$ cat config.mk
export PLATFORM = sky130hd
export DESIGN_NAME = sevenseg_decode
export DESIGN_NICKNAME = d
export VERILOG_FILES = /design/src/rtl/sevenseg_decode.sv
export SDC_FILE = /design/constraint.sdc
export NUM_CORES = 1
export LEC_CHECK = 0
export BUFFER_PORTS_ARGS = -buffer_cell sky130_fd_sc_hd__buf_4
export CORE_MARGIN = 2
export CORE_UTILIZATION = 55
export DETAILED_ROUTE_END_ITERATION = 7
export PLACE_DENSITY = 0.75
export SYNTH_ARGS = -nofsm -noshare
export SYNTH_HDL_FRONTEND = slang
export SYNTH_SLANG_ARGS = --single-unit
$ cat constraint.sdc
create_clock -name clk -period 2.4 [get_ports clk]
set_input_delay 0.48 -clock clk [delete_from_list [all_inputs] [get_ports clk]]
set_output_delay 0.48 -clock clk [all_outputs]
set_load 0.01 [all_outputs]
$ cat src/rtl/sevenseg_decode.sv
// Recovers four hex digits from a multiplexed active-low 7-segment scan.
// Each digit is captured after a stable dwell; a full set commits as one frame.
module sevenseg_decode #(
  parameter int unsigned SETTLE = 4
) (
  input  logic       clk,
  input  logic       rst,
  input  logic [3:0] an,
  input  logic [6:0] seg,
  output logic [3:0] d3,
  output logic [3:0] d2,
  output logic [3:0] d1,
  output logic [3:0] d0,
  output logic [3:0] digit_err,
  output logic       frame_valid,
  output logic       frame_strobe,
  output logic       frame_changed
);

  localparam logic [7:0] SettleW = 8'(SETTLE);

  typedef enum logic [0:0] {StWaitFrame, StCommit} state_e;

  state_e           state_q;
  logic [3:0]       an_q, an_p;
  logic [6:0]       seg_q, seg_p;
  logic [7:0]       cnt_q, cnt_d;
  logic [3:0]       seen_q, seen_d;
  logic [3:0][3:0]  shadow_val_q;
  logic [3:0]       shadow_err_q;

  logic             sel_ok, same, capture, last_digit;
  logic [1:0]       idx;
  logic [3:0]       dec_val;
  logic             dec_err;

  always_comb begin
    sel_ok = 1'b1;
    idx    = 2'd0;
    unique case (an_q)
      4'hE:    idx = 2'd0;
      4'hD:    idx = 2'd1;
      4'hB:    idx = 2'd2;
      4'h7:    idx = 2'd3;
      default: sel_ok = 1'b0;
    endcase
  end

  always_comb begin
    dec_err = 1'b0;
    dec_val = 4'h0;
    case (seg_q)
      7'h40: dec_val = 4'h0;
      7'h79: dec_val = 4'h1;
      7'h24: dec_val = 4'h2;
      7'h30: dec_val = 4'h3;
      7'h19: dec_val = 4'h4;
      7'h12: dec_val = 4'h5;
      7'h02: dec_val = 4'h6;
      7'h78: dec_val = 4'h7;
      7'h00: dec_val = 4'h8;
      7'h10: dec_val = 4'h9;
      7'h08: dec_val = 4'hA;
      7'h03: dec_val = 4'hB;
      7'h46: dec_val = 4'hC;
      7'h21: dec_val = 4'hD;
      7'h06: dec_val = 4'hE;
      7'h0E: dec_val = 4'hF;
      default: dec_err = 1'b1;
    endcase
  end

  always_comb begin
    same = ({an_q, seg_q} == {an_p, seg_p});
    if (!sel_ok)              cnt_d = 8'd0;
    else if (!same)           cnt_d = 8'd1;
    else if (cnt_q < SettleW) cnt_d = cnt_q + 8'd1;
    else                      cnt_d = SettleW;
    // A saturated counter only re-fires when a new dwell starts (SETTLE=1 case).
    capture = sel_ok && (cnt_d == SettleW) && (!same || (cnt_q != SettleW));

    seen_d = (state_q == StCommit) ? 4'h0 : seen_q;
    if (capture) seen_d[idx] = 1'b1;
    last_digit = (state_q == StWaitFrame) && capture && (seen_d == 4'hF);
  end

  always_ff @(posedge clk) begin
    if (rst) begin
      state_q       <= StWaitFrame;
      an_q          <= 4'hF;
      seg_q         <= 7'h7F;
      an_p          <= 4'hF;
      seg_p         <= 7'h7F;
      cnt_q         <= 8'd0;
      seen_q        <= 4'h0;
      shadow_val_q  <= '0;
      shadow_err_q  <= 4'h0;
      d3            <= 4'h0;
      d2            <= 4'h0;
      d1            <= 4'h0;
      d0            <= 4'h0;
      digit_err     <= 4'h0;
      frame_valid   <= 1'b0;
      frame_strobe  <= 1'b0;
      frame_changed <= 1'b0;
    end else begin
      an_q          <= an;
      seg_q         <= seg;
      an_p          <= an_q;
      seg_p         <= seg_q;
      cnt_q         <= cnt_d;
      seen_q        <= seen_d;
      frame_strobe  <= 1'b0;
      frame_changed <= 1'b0;
      if (capture) begin
        shadow_val_q[idx] <= dec_val;
        shadow_err_q[idx] <= dec_err;
      end
      case (state_q)
        StWaitFrame: begin
          if (last_digit) state_q <= StCommit;
        end
        StCommit: begin
          // Outputs take the shadow as it stood before any same-cycle capture.
          d3            <= shadow_val_q[3];
          d2            <= shadow_val_q[2];
          d1            <= shadow_val_q[1];
          d0            <= shadow_val_q[0];
          digit_err     <= shadow_err_q;
          frame_valid   <= 1'b1;
          frame_strobe  <= 1'b1;
          frame_changed <= !frame_valid ||
                           ({shadow_val_q, shadow_err_q} != {d3, d2, d1, d0, digit_err});
          state_q       <= StWaitFrame;
        end
        default: state_q <= StWaitFrame;
      endcase
    end
  end

endmodule
== Word level (Yosys, flattened, before mapping) ==
Index checks and enable logic that the tools add are counted.

* Bits in registers: 78
* ROM bits: 0
* Memories kept: 0
* Bits in latches: 0
* Logic and storage cells: 81
* Output and inout bits: 23
* RAM bits: 0
* Bits of input ports: 13

* Mux-type cells: 18
* Add/subtract/negate cells: 1
* Reduce and logical (&&, ||, !) cells: 13
* Divide/modulo/power cells: 0
* Eq/ne operators: 24
* Order comparisons: 3
* Shift-type cells: 0
* Bitwise operators: 2
* Multipliers: 0

{| class="wikitable"
|+ Operators with widths
! cell !! count
|-
| $pmux W4 S15 || 1
|-
| $eq A7 B7 Y1 const B || 4
|-
| $mux W8 || 3
|-
| $eq A7 B5 Y1 const B || 3
|-
| $eq A7 B6 Y1 const B || 3
|-
| $ne A20 B20 Y1 || 1
|-
| $bwmux W16 || 1
|-
| $eq A4 B4 Y1 const B || 4
|-
| $reduce_or A16 Y1 || 1
|-
| $eq A7 B2 Y1 const B || 2
|-
| $eq A7 B4 Y1 const B || 2
|-
| $mux W4 || 3
|-
| $eq A11 B11 Y1 || 1
|-
| $add A8 B1 Y8 const B || 1
|-
| $demux W4 S2 || 1
|-
| $eq A8 B3 Y1 const B || 1
|-
| $lt A8 B3 Y1 const B || 1
|-
| $ne A8 B3 Y1 const B || 1
|-
| $eq A7 B3 Y1 const B || 1
|-
| $logic_not A7 Y1 || 1
|-
| $pmux W2 S3 || 1
|-
| $logic_and A1 B1 Y1 || 5
|-
| $mux W1 || 5
|-
| $bwmux W4 || 1
|-
| 11 further kinds || 13
|}

== Longest topological paths before layout ==
Gate-level depths: netlist (run 1).

* Depth in word-level cells: 12
* Depth in mapped cells: 8
* Mapped depth without buffers: 6

== Worst setup path before layout (run 1) ==
OpenSTA, ideal clock, no wires.

* Path type: reg2reg
* Start point: reg seg_q[6]
* End point: reg shadow_val_q[1] (netlist name)
* Setup time: 0.072 ns
* Stages on the path, launching flop included: 8
* Clock period less this slack: 1.865 ns
* Slack: 0.535 ns
* Arrival: 1.793 ns
* Buffers on the path: 2
* Required time: 2.328 ns
* Cells stage by stage: dfxtp_1 clkbuf_1 xnor2_1 nand3_1 nor3_4 and4_1 buf_4 mux2i_1

* Word-level cells in the longest chain between the ends: 6
* Elaborated cells between the ends (all ways): 25
* Those cells by class: eq/ne (16); mux (4); reduce/logical (5)

{| class="wikitable"
|+ RTL lines
! what !! line !! text
|-
| start: declaration || 26 || <nowiki>logic [6:0] seg_q, seg_p;</nowiki>
|-
| start signal: assignment || 108 || <nowiki>seg_q <= seg;</nowiki>
|-
| $eq A11 B11 Y1 || 74 || <nowiki>same = ({an_q, seg_q} == {an_p, seg_p});</nowiki>
|-
| $mux W8 || 76 || <nowiki>else if (!same) cnt_d = 8'd1;</nowiki>
|-
| $mux W8 || 75 || <nowiki>if (!sel_ok) cnt_d = 8'd0;</nowiki>
|-
| $eq A8 B3 Y1 || 80 || <nowiki>capture = sel_ok && (cnt_d == SettleW) && (!same || (cnt_q != SettleW));</nowiki>
|-
| $logic_and A1 B1 Y1 (2 in series) || 80 ||
|-
| end signal: indexed assignment || 116 || <nowiki>shadow_val_q[idx] <= dec_val;</nowiki>
|-
| end: declaration || 29 || <nowiki>logic [3:0][3:0] shadow_val_q;</nowiki>
|}

Parallel ways exist; a longest one is shown, timed or not.
A chain may end at the register's enable or synchronous reset.

== Worst setup path in the final report (run 1) ==
* Start point: reg seg_q[1]
* End point: reg shadow_val_q[1] (netlist name)

Same word-level chain as after synthesis.

==> out/results.txt, run 1 <==
outcome - finished, final reports clean
Main synth FF type - dfxtp_1
Crit Path Class - flop to flop
cell area after synthesis - 3470 um^2
HP Class - primary input to flop
Comb power frac - 5.8%
Filler Cell Count - 499
Mapped Avg Cell Area - 9.91 um^2
clk slew on worst S/H paths - 0.08 ns
internal power consumption - 1790 uW
largest net degree at the start of global routing - 45
peak supply drop - 503 uV
CTS Buf Count - 9
Leak - 0.00167 uW
placed insts - 446
Synth Instances - 350
WHS - 0.315 ns
Starting Density - 57.9%
sequential share of power - 57.5%
post-route ant nets - 0
clk_skew - 0.00737 ns
most frequent cell after synthesis - dfxtp_1
worst-margin pin slew - 0.590 ns
crit path DAT - 2.41 ns
Gates resized, CTS repair - 0
register area share after synthesis - 45.0%
area leader, netlist - dfxtp_1
Yosys cell types - 55
io pins - 36
via count of the first global-routing pass - 2256
FF+latch count, synth - 78
switching pwr - 568 uW
synth top area cells - dfxtp_1 45%, mux2i_1 10%, xor2_1 5.1%
clock share of power - 36.8%
Worst Setup End Kind - flop
CP required - 2.68 ns
final setup TNS - 0 ns
Slew Viols, Final - 0
via count - 2465
clock latency on the worst-skew pair - 0.34 ns
Hold-fix buffers, CTS - 0
synth warn - 0
post-DP HPWL - 4.34 mm
sw frac - 24.1%
Finished Layout Cells - 462
Total Wirelength - 6.22 mm
Rel. slew slack - 60.6%
diode count - 0
worst-path fanout max - 15
Core Region - 5990 um^2
Die Y-Extent - 83.4 um
All-Layer GR Usage - 18.6%
wire per inst - 13.5 um
area grow syn2layout - 13.7%
grt ovf - 0
# Max-Cap Violations - 0
Port-buffer cells - 35
die area - 6950 um^2
# setup viols final - 0
synth cell count leaders - 78 x dfxtp_1, 36 x mux2i_1, 36 x nor2_1
final hold violation count - 0
DRC viols - 0
number of enable flip-flop cells after synthesis - 0
clock root buffer - clkbuf_8
Post-CTS Repair Setup Buffers - 0
# clock sinks - 78
crit path time final - 2.13 ns
Peak Freq - 0.470 GHz
Tcrit/Tclk final - 88.7%
clk buf depth - 2
routability cong. - 0.819
first-pass GRT wire length - 10.6 mm
layout cells sized above 1 - 23.5%
Rows - 28
vias per cell - 5.34
Die X - 83.4 um
Nets - 397
CTS tree - yes
first-pass detailed-route iteration total - 4
Iteration-0 DRC Markers - 116
post-synth top area share - 45.0%
CTS H-tree lvls - 3
async set-reset flop share out of synthesis - 0%
startpoint class of the critical path - flop
initial antenna violation count - 0
RSZ-0062 raised after global routing - false
Power Density - 597 nW/um^2
[through the flow]
stage               cell area, um^2  total power (uW)  setup WS, ns  util, %
floorplan                      3480              1480         0.535        -
global placement               3770              1520         0.297     62.9
detailed placement             3770              1520         0.260     62.9
CTS                            3940              2380         0.250     65.8
global route                   3940              2460        0.0530     65.8
finish                         3940              2360         0.271     65.8
[cell type report]
type                    count  area, um^2  share of cell area (%)
clock buffers              11         141                    3.59
repair buffers             39         293                    7.42
well taps                  75        93.8                    2.38
inverters                   8        30.0                   0.761
flip-flops and latches     78        1560                    39.6
clock inverters             5        33.8                   0.857
multi-input cells         246        1790                    45.4
[cell usage in the layout (no fill, tap or decap), drive strengths merged, types with 2 or more instances in the layout]
master,n
dfxtp,78
buf,39
nor2,36
mux2i,36
or2,22
nand2b,22
xor2,20
xnor2,13
nand2,12
clkbuf,11
nand4,11
inv,9
a21oi,7
o21ai,5
conb,5
nor4,5
nand3,4
nor3,4
nor3b,3
o21bai,3
a221oi,3
and2,2
or3b,2
nor2b,2
nor4b,2
a41oi,2
ha,2
clkinv,2
clkinvlp,2
and4b,2
a311oi,2
and4,2
[cell families after synthesis]
logic type | count (synthesis) | synth area share [%]
adder cells (fa/ha/maj) | 2 | 0.722
AND/OR/NAND/NOR | 137 | 24.0
AO/OA/AOI/OAI | 33 | 7.69
multiplexers | 36 | 10.4
flip-flops | 78 | 45.0
XOR/XNOR | 33 | 8.34
buffers and inverters | 30 | 3.75
other | 1 | 0.108
[layer usage]
layer	vias to the layer above	global-route usage (%)	wire length, um
li1	1254	-	-
met1	1150	23.7	2870
met2	55	30.8	2980
met3	6	5.37	314
met4	0	5.51	55
met5	-	0	0
[worst paths after layout]
path / endpoint / cells past startpoint / slack [ns] / startpoint
setup reg to reg: shadow_val_q[1]$_SDFFE_PP0P_ / 5 / 0.27 / seg_q[1]$_SDFF_PP1_
hold reg to reg: seen_q[0]$_SDFF_PP0_ / 2 / 0.48 / seen_q[0]$_SDFF_PP0_
setup / recovery: shadow_val_q[1]$_SDFFE_PP0P_ / 5 / 0.27 / seg_q[1]$_SDFF_PP1_
hold / removal: seg_q[4]$_SDFF_PP1_ / 2 / 0.32 / seg[4]
[critical path: stages, from the launching register on]
cell	delay [ns]
dfxtp_1	0.62
xnor2_1	0.17
nand4_1	0.15
nor3_4	0.50
and4_1	0.42
mux2i_1	0.20
[sequential cells by signal, summed over array words and instances (netlist names)]
| signal | flops |
|---|---|
| d0 | 4 |
| an_p | 4 |
| frame_changed | 1 |
| cnt_q | 8 |
| digit_err | 4 |
| state_q | 1 |
| seg_p | 7 |
| d2 | 4 |
| d1 | 4 |
| shadow_err_q | 4 |
| shadow_val_q | 16 |
| frame_strobe | 1 |
| an_q | 4 |
| seg_q | 7 |
| seen_q | 4 |
| frame_valid | 1 |
| d3 | 4 |
[power groups by stage]
stage	registers, uW	clock network (uW)	logic, uW
finish	1350	866	136
global route	1360	946	151
CTS	1350	891	138
detailed placement	1380	0	137
global placement	1380	0	135
floorplan	1360	0	122
Note: power is estimated with default switching activity, not from simulation.
==> run 2, diff against run 1 <==
CTS_BUF_LIST = sky130_fd_sc_hd__clkbuf_4   (was unset)
==> out/results.txt, run 2 (same netlist as run 1, synthesis figures left out) <==
outcome - finished, final reports clean
routability cong. - 0.819
crit path time final - 2.17 ns
Port-buffer cells - 35
worst-margin pin slew - 0.596 ns
via count - 2470
diode count - 0
initial antenna violation count - 0
first-pass GRT wire length - 10.5 mm
final setup TNS - 0 ns
CTS Buf Count - 9
R2R depth - 5
worst r2r dst - shadow_val_q[1]$_SDFFE_PP0P_
largest net degree at the start of global routing - 45
clk slew on worst S/H paths - 0.12 ns
Total Wirelength - 6.23 mm
final hold violation count - 0
CTS tree - yes
DRC viols - 0
Die Y-Extent - 83.4 um
Nets - 397
RSZ-0062 raised after global routing - false
io pins - 36
Rel. slew slack - 60.2%
wire per inst - 13.5 um
post-route ant nets - 0
Core Region - 5990 um^2
clock root buffer - clkbuf_4
grt ovf - 0
Worst Setup End Kind - flop
die area - 6950 um^2
reg2reg setup slack - 0.23 ns
clk_skew - 0.0124 ns
# Max-Cap Violations - 0
max reg flops - 16
CP required - 2.75 ns
Finished Core Util - 64.8%
peak supply drop - 412 uV
Min-Delay Startpoint - seg[0]
area of the multi-input gates - 1790 um^2
area grow syn2layout - 11.9%
Rows - 28
layout cells sized above 1 - 23.5%
hold path cells - 2
via count of the first global-routing pass - 2283
worst-path fanout max - 15
largest registers - shadow_val_q x16, cnt_q x8
commonest non-fill, non-tap cell in the layout - dfxtp_1
# setup viols final - 0
Power Density - 553 nW/um^2
most flop-heavy register - shadow_val_q
worst r2r src - seg_q[1]$_SDFF_PP1_
clk buf depth - 2
startpoint class of the critical path - flop
first-pass detailed-route iteration total - 4
Slew Viols, Final - 0
Leak - 0.00164 uW
Die X - 83.4 um
vias per cell - 5.35
Tcrit/Tclk final - 90.3%
Peak Freq - 0.461 GHz
Hold Path Sink - seg_q[0]$_SDFF_PP1_
Crit Path Class - flop to flop
commonest cells after routing, fill and taps aside - 78 x dfxtp_1, 39 x buf_4, 36 x nor2_1, 36 x mux2i_1
Iteration-0 DRC Markers - 118
Register Area - 1560 um^2
# clock sinks - 78
Hold-fix buffers, CTS - 0
Gates resized, CTS repair - 0
HP Class - primary input to flop
Filler Cell Count - 513
clock latency on the worst-skew pair - 0.42 ns
CTS H-tree lvls - 3
post-DP HPWL - 4.34 mm
crit path DAT - 2.52 ns
All-Layer GR Usage - 18.6%
WHS - 0.242 ns
Post-CTS Repair Setup Buffers - 0
Starting Density - 57.9%
-- run 2: changes by cell type in the layout (fill, tap and decap cells not counted), sizes merged --
cell,previous run,this run
clkinv,2,3
clkbuf,11,10
-- run 2: cell type report --
cell class / instances / share of cell area, %
clock buffer: 10 / 1.93
clock inverter: 6 / 0.967
inverter: 8 / 0.774
multi-input combinational: 246 / 46.1
sequential: 78 / 40.2
tap: 75 / 2.42
timing repair buffer: 39 / 7.54
-- run 2: worst max-delay path, stage by stage, from the launching register on --
cell,delay (ns)
dfxtp_1,0.64
xnor2_1,0.18
nand4_1,0.15
nor3_4,0.51
and4_1,0.43
mux2i_1,0.20
-- run 2: worst max-delay path by stage --
| stage | start | end | slack, ns |
|---|---|---|---|
| 2_1_floorplan | seg_q[6]$_SDFF_PP1_ | shadow_val_q[1]$_SDFFE_PP0P_ | 0.54 |
| 3_3_place_gp | seg_q[4]$_SDFF_PP1_ | shadow_val_q[2]$_SDFFE_PP0P_ | 0.30 |
| 3_5_place_dp | seg_q[1]$_SDFF_PP1_ | shadow_val_q[2]$_SDFFE_PP0P_ | 0.26 |
| 4_1_cts | seg_q[1]$_SDFF_PP1_ | shadow_val_q[1]$_SDFFE_PP0P_ | 0.23 |
| 5_1_grt | seg_q[4]$_SDFF_PP1_ | shadow_val_q[15]$_SDFFE_PP0P_ | 0.05 |
| 6_report | seg_q[1]$_SDFF_PP1_ | shadow_val_q[1]$_SDFFE_PP0P_ | 0.23 |
-- run 2: layer usage --
| metal | global-route usage, % | up-vias | share of wire, % |
|---|---|---|---|
| li1 | - | 1253 | - |
| met4 | 4.62 | 0 | 1.0 |
| met1 | 23.3 | 1149 | 46 |
| met5 | 0 | - | 0 |
| met3 | 6.26 | 5 | 5.2 |
| met2 | 30.9 | 63 | 48 |
-- run 2: metrics by stage --
stage,power (uW),setup slack (ns),area [um^2],cells
after floorplan,1480,0.535,3480,354
after global placement,1520,0.297,3770,446
after detailed placement,1520,0.260,3770,446
after CTS,2180,0.228,3880,462
after global routing,2250,0.0535,3880,462
final,2150,0.232,3880,462
-- run 2: report_power, final --
group / switching (uW) / internal [uW] / leakage [uW]
logic: 69.1 / 66.9 / 0.000944
clock network: 434 / 221 / 0.0000602
registers: 36.8 / 1320 / 0.000636
==> run 3, diff against run 2 <==
CTS_BUF_LIST = unset   (was sky130_fd_sc_hd__clkbuf_4)
RECOVER_POWER = 50   (was unset)
==> out/results.txt, run 3 (same netlist as run 1, synthesis figures left out) <==
outcome - complete, but fails checks
failing checks - max-capacitance violations, max-slew violations
most flop-heavy register - shadow_val_q
Leak - 0.00164 uW
via count - 2471
startpoint class of the critical path - flop
Rows - 28
Power Density - 600 nW/um^2
CP required - 2.57 ns
routability cong. - 0.819
# clock sinks - 78
WHS - 0.315 ns
Die Y-Extent - 83.4 um
clock root buffer - clkbuf_8
crit path DAT - 2.32 ns
Crit Path Class - flop to flop
Rel. slew slack - -0.527%
peak supply drop - 503 uV
Total Wirelength - 6.22 mm
post-place setup slack - 0.260 ns
initial antenna violation count - 0
wire per inst - 13.5 um
CTS Buf Count - 9
Iteration-0 DRC Markers - 100
io pins - 36
final setup TNS - 0 ns
clk slew on worst S/H paths - 0.08 ns
Die X - 83.4 um
crit path cell chain - xor2_1, a311oi_2, a31oi_2, and4_1, a211oi_1
CTS H-tree lvls - 3
diode count - 0
Nets - 397
crit-path leading delay family - compound AO/OA/AOI/OAI gates
Peak Freq - 0.465 GHz
Starting Density - 57.9%
RSZ-0062 raised after global routing - false
clock latency on the worst-skew pair - 0.34 ns
post-route ant nets - 0
via count of the first global-routing pass - 2256
die area - 6950 um^2
first-pass GRT wire length - 10.6 mm
Tcrit/Tclk final - 89.7%
# setup viols final - 0
DRC viols - 0
Port-buffer cells - 35
# Max-Cap Violations - 1
commonest cells after routing, fill and taps aside - 78 x dfxtp_1, 36 x nor2_1, 36 x mux2i_1
Slew Viols, Final - 23
Worst Setup End Kind - flop
Hold-fix buffers, CTS - 0
All-Layer GR Usage - 18.6%
Post-CTS Repair Setup Buffers - 0
Core Region - 5990 um^2
CTS tree - yes
slowest stage cell, crit path - a31oi_2
clk buf depth - 2
grt ovf - 0
final hold violation count - 0
CP Buf/Inv Count - 0
first-pass detailed-route iteration total - 4
largest registers - shadow_val_q x16, cnt_q x8
commonest non-fill, non-tap cell in the layout - dfxtp_1
post-DP HPWL - 4.34 mm
clk_skew - 0.00694 ns
Gates resized, CTS repair - 0
crit path time final - 2.15 ns
area grow syn2layout - 13.1%
layout cells sized above 1 - 22.0%
worst-margin pin slew - 1.51 ns
largest net degree at the start of global routing - 45
Final WS setup - 0.248 ns
Max stage delay on crit path - 0.52 ns
HP Class - primary input to flop
vias per cell - 5.35
worst-path fanout max - 8
max reg flops - 16
## run 3: cell count changes in the layout (fill, tap and decap cells not counted), sizes merged
cell    before  now
buf         39   33
clkbuf      10   17
clkinv       3    2
## run 3: layout make-up
cell class / count / area, um^2
tap: 75 / 93.8
timing repair buffer: 39 / 270
inverter: 8 / 30.0
clock inverter: 5 / 33.8
multi-input combinational: 246 / 1790
clock buffer: 11 / 141
sequential: 78 / 1560
fill: 506 / 2070
## run 3: power by group
group | internal [uW] | total (uW) | leakage, uW | switching, uW
combinational | 66.4 | 135 | 0.000919 | 69.0
sequential | 1320 | 1350 | 0.000636 | 36.7
clock | 404 | 864 | 0.0000857 | 460
## run 3: through the flow
stage	total power [uW]	instances	utilization (%)	instance area, um^2
after global routing	2460	462	65.5	3920
after CTS	2380	462	65.8	3940
after floorplan	1480	354	-	3480
after global placement	1520	446	62.9	3770
after detailed placement	1520	446	62.9	3770
final	2350	462	65.5	3920
## run 3: per-layer routing
metal  global-route usage, %  vias to the layer above  wire length, um
li1                        -                     1255                -
met1                    23.7                     1153             2850
met2                    30.8                       57             3010
met3                    5.37                        6              304
met4                    5.51                        0               55
met5                       0                        -                0
## run 3: path summary, 6_finish.rpt
kind | from | to | slack [ns] | cells after the start
worst min-delay path | seg[4] | seg_q[4]$_SDFF_PP1_ | 0.31 | 2
worst max register to register | an_q[2]$_SDFF_PP1_ | shadow_val_q[3]$_SDFFE_PP0P_ | 0.25 | 5
worst min register to register | seen_q[0]$_SDFF_PP0_ | seen_q[0]$_SDFF_PP0_ | 0.48 | 2
worst max-delay path | an_q[2]$_SDFF_PP1_ | shadow_val_q[3]$_SDFFE_PP0P_ | 0.25 | 5
